===== src/rtl/square_compose_pkg.sv =====
// square_compose_pkg: shared state encoding, scale and widths for the fixed-point squarer.
package square_compose_pkg;
  localparam int WHOLE_W = 7;
  localparam int FRAC_W = 7;
  localparam int SCALE = 100;
  localparam int X_W = 14;
  localparam int PROD_W = 28;
  localparam int SQW_W = 14;
  localparam int MUL_CYC = 14;
  localparam int DIV_CYC = 28;
  localparam int REM_W = $clog2(SCALE);
  typedef enum logic [2:0] {IDLE, MUL, DIV1, DIV2, DONE} state_t;
endpackage


===== src/rtl/square_compose_div.sv =====
// seq_div_const: restoring divider by a constant, one quotient bit per cycle; load folds into the first step.
module seq_div_const
  import square_compose_pkg::*;
#(
  parameter int DIVISOR = SCALE
) (
  input  logic              clk,
  input  logic              rst_n,
  input  logic              load,
  input  logic              go,
  input  logic [PROD_W-1:0] dividend,
  output logic [PROD_W-1:0] quotient,
  output logic [REM_W-1:0]  remainder,
  output logic [PROD_W-1:0] quot_nxt,
  output logic [REM_W-1:0]  rem_nxt,
  output logic              last
);
  logic [PROD_W-1:0] src;
  logic [REM_W-1:0] rsrc;
  logic [REM_W:0] trial;
  logic ge;
  logic [4:0] cnt;
  always_comb begin
    src = load ? dividend : quotient;
    rsrc = load ? '0 : remainder;
    trial = {rsrc, src[PROD_W-1]};
    ge = trial >= (REM_W+1)'(DIVISOR);
    rem_nxt = ge ? REM_W'(trial - (REM_W+1)'(DIVISOR)) : trial[REM_W-1:0];
    quot_nxt = {src[PROD_W-2:0], ge};
    last = go && !load && cnt == 5'(DIV_CYC-1);
  end
  always_ff @(posedge clk) begin
    if (!rst_n) begin
      quotient <= '0;
      remainder <= '0;
      cnt <= '0;
    end else if (go) begin
      quotient <= quot_nxt;
      remainder <= rem_nxt;
      cnt <= load ? 5'd1 : cnt + 5'd1;
    end
  end
endmodule


===== src/rtl/square_compose.sv =====
// square_compose: squares a whole.hundredths operand via shift-add multiply and two divide-by-100 passes.
module square_compose
  import square_compose_pkg::*;
(
  input  logic               clk,
  input  logic               rst_n,
  input  logic               start,
  input  logic [WHOLE_W-1:0] whole_in,
  input  logic [FRAC_W-1:0]  fracture_in,
  output logic               busy,
  output logic               done,
  output logic               err,
  output logic [SQW_W-1:0]   square_whole,
  output logic [FRAC_W-1:0]  square_fracture
);
  state_t state, nxt;
  logic fresh, bad, accept, div_go, div_load, div_last;
  logic [X_W-1:0] x, mp;
  logic [PROD_W-1:0] acc, mc, div_in, quotient, quot_nxt;
  logic [REM_W-1:0] remainder, rem_nxt;
  logic [3:0] mcnt;
  always_comb begin
    x = X_W'(whole_in) * X_W'(SCALE) + X_W'(fracture_in);
    bad = fracture_in > FRAC_W'(SCALE-1);
    accept = state == IDLE && start;
    div_go = state == DIV1 || state == DIV2;
    div_load = div_go && fresh;
    div_in = state == DIV1 ? acc : quotient;
    busy = state == MUL || div_go;
    done = state == DONE;
  end
  always_comb begin
    nxt = state;
    unique case (state)
      IDLE: nxt = start ? (bad ? DONE : MUL) : IDLE;
      MUL:  nxt = mcnt == 4'(MUL_CYC-1) ? DIV1 : MUL;
      DIV1: nxt = div_last ? DIV2 : DIV1;
      DIV2: nxt = div_last ? DONE : DIV2;
      DONE: nxt = IDLE;
      default: nxt = IDLE;
    endcase
  end
  // fresh marks the first cycle of a state so each divide pass loads its dividend
  always_ff @(posedge clk) begin
    if (!rst_n) begin
      state <= IDLE;
      fresh <= 1'b0;
    end else begin
      state <= nxt;
      fresh <= nxt != state;
    end
  end
  always_ff @(posedge clk) begin
    if (!rst_n) begin
      acc <= '0;
      mc <= '0;
      mp <= '0;
      mcnt <= '0;
      err <= 1'b0;
      square_whole <= '0;
      square_fracture <= '0;
    end else begin
      if (accept && bad) err <= 1'b1;
      if (accept && !bad) begin
        acc <= '0;
        mc <= PROD_W'(x);
        mp <= x;
        mcnt <= '0;
        err <= 1'b0;
      end
      if (state == MUL) begin
        acc <= acc + (mp[0] ? mc : '0);
        mc <= mc << 1;
        mp <= mp >> 1;
        mcnt <= mcnt + 4'd1;
      end
      if (state == DIV2 && div_last) begin
        square_whole <= SQW_W'(quot_nxt);
        square_fracture <= FRAC_W'(rem_nxt);
      end
    end
  end
  seq_div_const #(.DIVISOR(SCALE)) u_div (
    .clk(clk),
    .rst_n(rst_n),
    .load(div_load),
    .go(div_go),
    .dividend(div_in),
    .quotient(quotient),
    .remainder(remainder),
    .quot_nxt(quot_nxt),
    .rem_nxt(rem_nxt),
    .last(div_last)
  );
endmodule

===== config.mk =====
export PLATFORM = sky130hd
export DESIGN_NAME = square_compose
export DESIGN_NICKNAME = d
export VERILOG_FILES = /design/src/rtl/square_compose_pkg.sv /design/src/rtl/square_compose_div.sv /design/src/rtl/square_compose.sv
export SDC_FILE = /design/constraint.sdc
export NUM_CORES = 1
export LEC_CHECK = 0
export BUFFER_PORTS_ARGS = -buffer_cell sky130_fd_sc_hd__buf_4
export CAP_MARGIN = 40
export CORE_ASPECT_RATIO = 1.25
export CORE_MARGIN = 2
export CORE_UTILIZATION = 53
export CTS_BUF_LIST = sky130_fd_sc_hd__clkbuf_2 sky130_fd_sc_hd__clkbuf_4 sky130_fd_sc_hd__clkbuf_8
export DETAILED_ROUTE_END_ITERATION = 12
export PLACE_DENSITY = 0.78
export REMOVE_ABC_BUFFERS = 1
export SLEW_MARGIN = 20
export SYNTH_ARGS = -nofsm -noshare
export SYNTH_HDL_FRONTEND = slang
export SYNTH_HIERARCHICAL = 1
export SYNTH_SLANG_ARGS = --single-unit

===== constraint.sdc =====
create_clock -name clk -period 3.7 [get_ports clk]
set_input_delay 0.185 -clock clk [delete_from_list [all_inputs] [get_ports clk]]
set_output_delay 0.185 -clock clk [all_outputs]
set_load 0.05 [all_outputs]

==> flow_metrics.tcl <==
set metrics [dict create \
    final_common_cell "dfxtp_1" \
    clkSlewWorstSetupHoldPaths_ns 0.08 \
    end_kind "flip-flop" \
    power.total_mw 3.260 \
    cts-buffers-inserted 17 \
    post-route-util 0.5890 \
    die_w_um 118.3 \
    via_per_inst 5.858 \
    drtAntennaViolNets 0 \
    initial_utilization 0.5385 \
    instances_no_fill 1307 \
    finalCritPeriodShare 0.8086 \
    overflow 0 \
    clock_sinks 140 \
    post_dp_cell_area_sq_um 9089 \
    path_max_fanout 4 \
    gp_congestion 0.8527 \
    die_y_um 146.9 \
    synth_ff_type "dfxtp_1" \
    ctsHtreeMaxLevel 4 \
    grt_setup_unrepaired "false" \
    p_leak_nw 3.826 \
    grt_pass1_vias 7234 \
    dr.first_iter.drc_count 512 \
    row_count 52 \
    drt_wl_total_um 19560 \
    worstSkewPairLatency_ns 0.46 \
    synth_top_area_share 0.3239 \
    mappedNetlistArea_sq_um 8653 \
    area_delta_synth_final_pct 9.384 \
    cp_slowest_cell "nor4_1" \
    num_vias 7656 \
    clk_path_buf_depth 2 \
    final_cell_mix "dfxtp_1 (140), nand2_1 (133), a21oi_1 (107)" \
    grt_max_degree 65 \
    ys_types 80 \
    hold_viol 0 \
    synth_area_leaders "dfxtp_1 (32%), ha_1 (9.0%), mux2_2 (7.3%)" \
    maxCapViolations 0 \
    skew_ns 0.01202 \
    async_flop_share 0 \
    status "finished clean" \
    dp_hpwl_um 13860 \
    wl_per_cell_um 14.96 \
    fin_nets 1162 \
    slew_headroom 0.5129 \
    io_pins 41 \
    fin_crit_ns 2.992 \
    cp_data_arrival_time_ns 3.32 \
    finish.instance_area_sq_um 9465 \
    setup_viol 0 \
    ys_seq_area_frac 0.3239 \
    crit_required_ns 4.03 \
    min_path_type "in -> reg" \
    drcViolationCount 0 \
    core_sq_um 16070 \
    cpMostUsedCell "ha_1" \
    power_density_nw_per_um2 344.4 \
    syn-instance-count 1065 \
    synth-edff-count 0 \
    synth.largest_area_cell "dfxtp_1" \
    placedCellCount 1275 \
    diodes 0 \
    synth_warnings 6 \
    cts_tree "built" \
    startpoint_type "input pin" \
    worstMarginPinSlew_ns 0.7306 \
    syn_area_per_cell_sq_um 8.125 \
    crit_chain "buf_4, ha_1, ha_1, fa_1, ha_1, a21oi_1, xnor2_1, nand4_1, nor4_1, mux2i_1, o211ai_1" \
    criticalPathCategory "in -> reg" \
    drt_first_pass_iters 5 \
    clock-root-buffer "clkbuf_8" \
    track_usage 0.2290 \
    cts_setup_buffers 0 \
    grt_pass1_wl_um 33210 \
    die_area_sq_um 17370 \
    ir_worst_vdd_mv 0.2299 \
    drive_above_1_share 0.1549 \
    port_buffers 40 \
    slew_violations 0 \
    seq_area_sq_um 2803 \
    antenna_found_initial 0 \
    pre_cts_slack_ns 0.2321 \
    max_freq_mhz 334.3 \
    fillers 1481 \
    synth.ff_latch_count 140 \
    max_stage_delay_ns 0.53 \
    multiInputGateArea_sq_um 5485 \
    fin_ws_ns 0.7083 \
]
## per-layer routing
layer  GRT usage  wire length, um  up-vias  share of wire
li1            -                -     3845              -
met1      0.2841             8530     3590           0.44
met2      0.3922             9713      179           0.50
met3     0.03688              779       42          0.040
met4     0.09880              536        0          0.027
met5           0                0        -              0
## cell usage after synthesis, drive strengths merged, types with 3 or more instances
cell type	number
dfxtp	140
or3	5
nand3	49
or4	6
a211o	5
o211ai	6
o21ai	33
clkbuf	47
and3	11
o21bai	12
nor3b	3
nand2	133
nor2b	4
nor3	39
ha	62
and2	37
a31oi	15
buf	15
o21a	8
fa	4
or2	3
nand4	10
a21oi	108
o31ai	7
xor2	11
inv	24
mux2i	6
nand2b	10
a221oi	3
a22oi	13
nor4	3
mux2	56
nor2	100
a21o	13
a211oi	11
o22ai	3
xnor2	17
## state kept, by name, indices dropped and copies added, names as in the netlist
name / count
fresh: 1
u_div/cnt: 5
u_div/remainder: 7
u_div/quotient: 28
mcnt: 4
square_whole: 14
acc: 28
state: 3
square_fracture: 7
mc: 28
mp: 14
err: 1
## worst paths after layout
check                 start  slack (ns)  cells after the start       to
max             whole_in[2]        0.71                     11   mc[13]
min          fracture_in[1]        0.05                      3    mc[1]
max reg2reg           mp[0]        0.73                     10  acc[22]
min reg2reg           mp[3]        0.45                      2    mp[3]
## power by group
group	internal [mW]	total (mW)	switching (mW)
sequential	1.55	1.59	0.0327
clock	0.548	1.18	0.630
combinational	0.193	0.496	0.303
total	2.29	3.26	0.966
## per-stage QoR
stage          hold WS (ns)  TNS, ns
6_report            0.05104        0
5_1_grt             0.04351        0
4_1_cts             0.02178        0
3_5_place_dp         0.4434        0
3_3_place_gp         0.4407        0
2_1_floorplan        0.3025   -59.43
## critical path, delay by kind of cell
family	cells	cell delay, ns
compound gates	2	0.36
xor+xnor	1	0.23
fa+ha+maj	4	1.41
buf+inv	1	0.12
mux	1	0.29
simple gates	2	0.72
## final cells by class
class	instances	area share
clock buffer	18	0.02617
clock inverter	13	0.01256
inverter	26	0.01031
multi-input combinational	837	0.5795
sequential	140	0.2961
tap	216	0.02855
timing repair buffer	57	0.04679
## timing repair
item	in CTS	in global routing
hold buffers	1	0
resized for setup	0	0
endpoints found under the hold margin	1	0
setup endpoints to repair	0	0
## cell families (layout without fill, tap and decap cells)
group	after synthesis	in the layout	share of synthesized area
and+or+nand+nor	421	421	0.2313
AOI/OAI and AO/OA	260	260	0.1945
DFF	140	140	0.3239
buffers and inverters	88	114	0.04323
adders and majority gates	66	66	0.09890
muxes	62	62	0.07981
xor gates and xnor gates	28	28	0.02834
No activity file was read; power rests on OpenSTA's default activity.
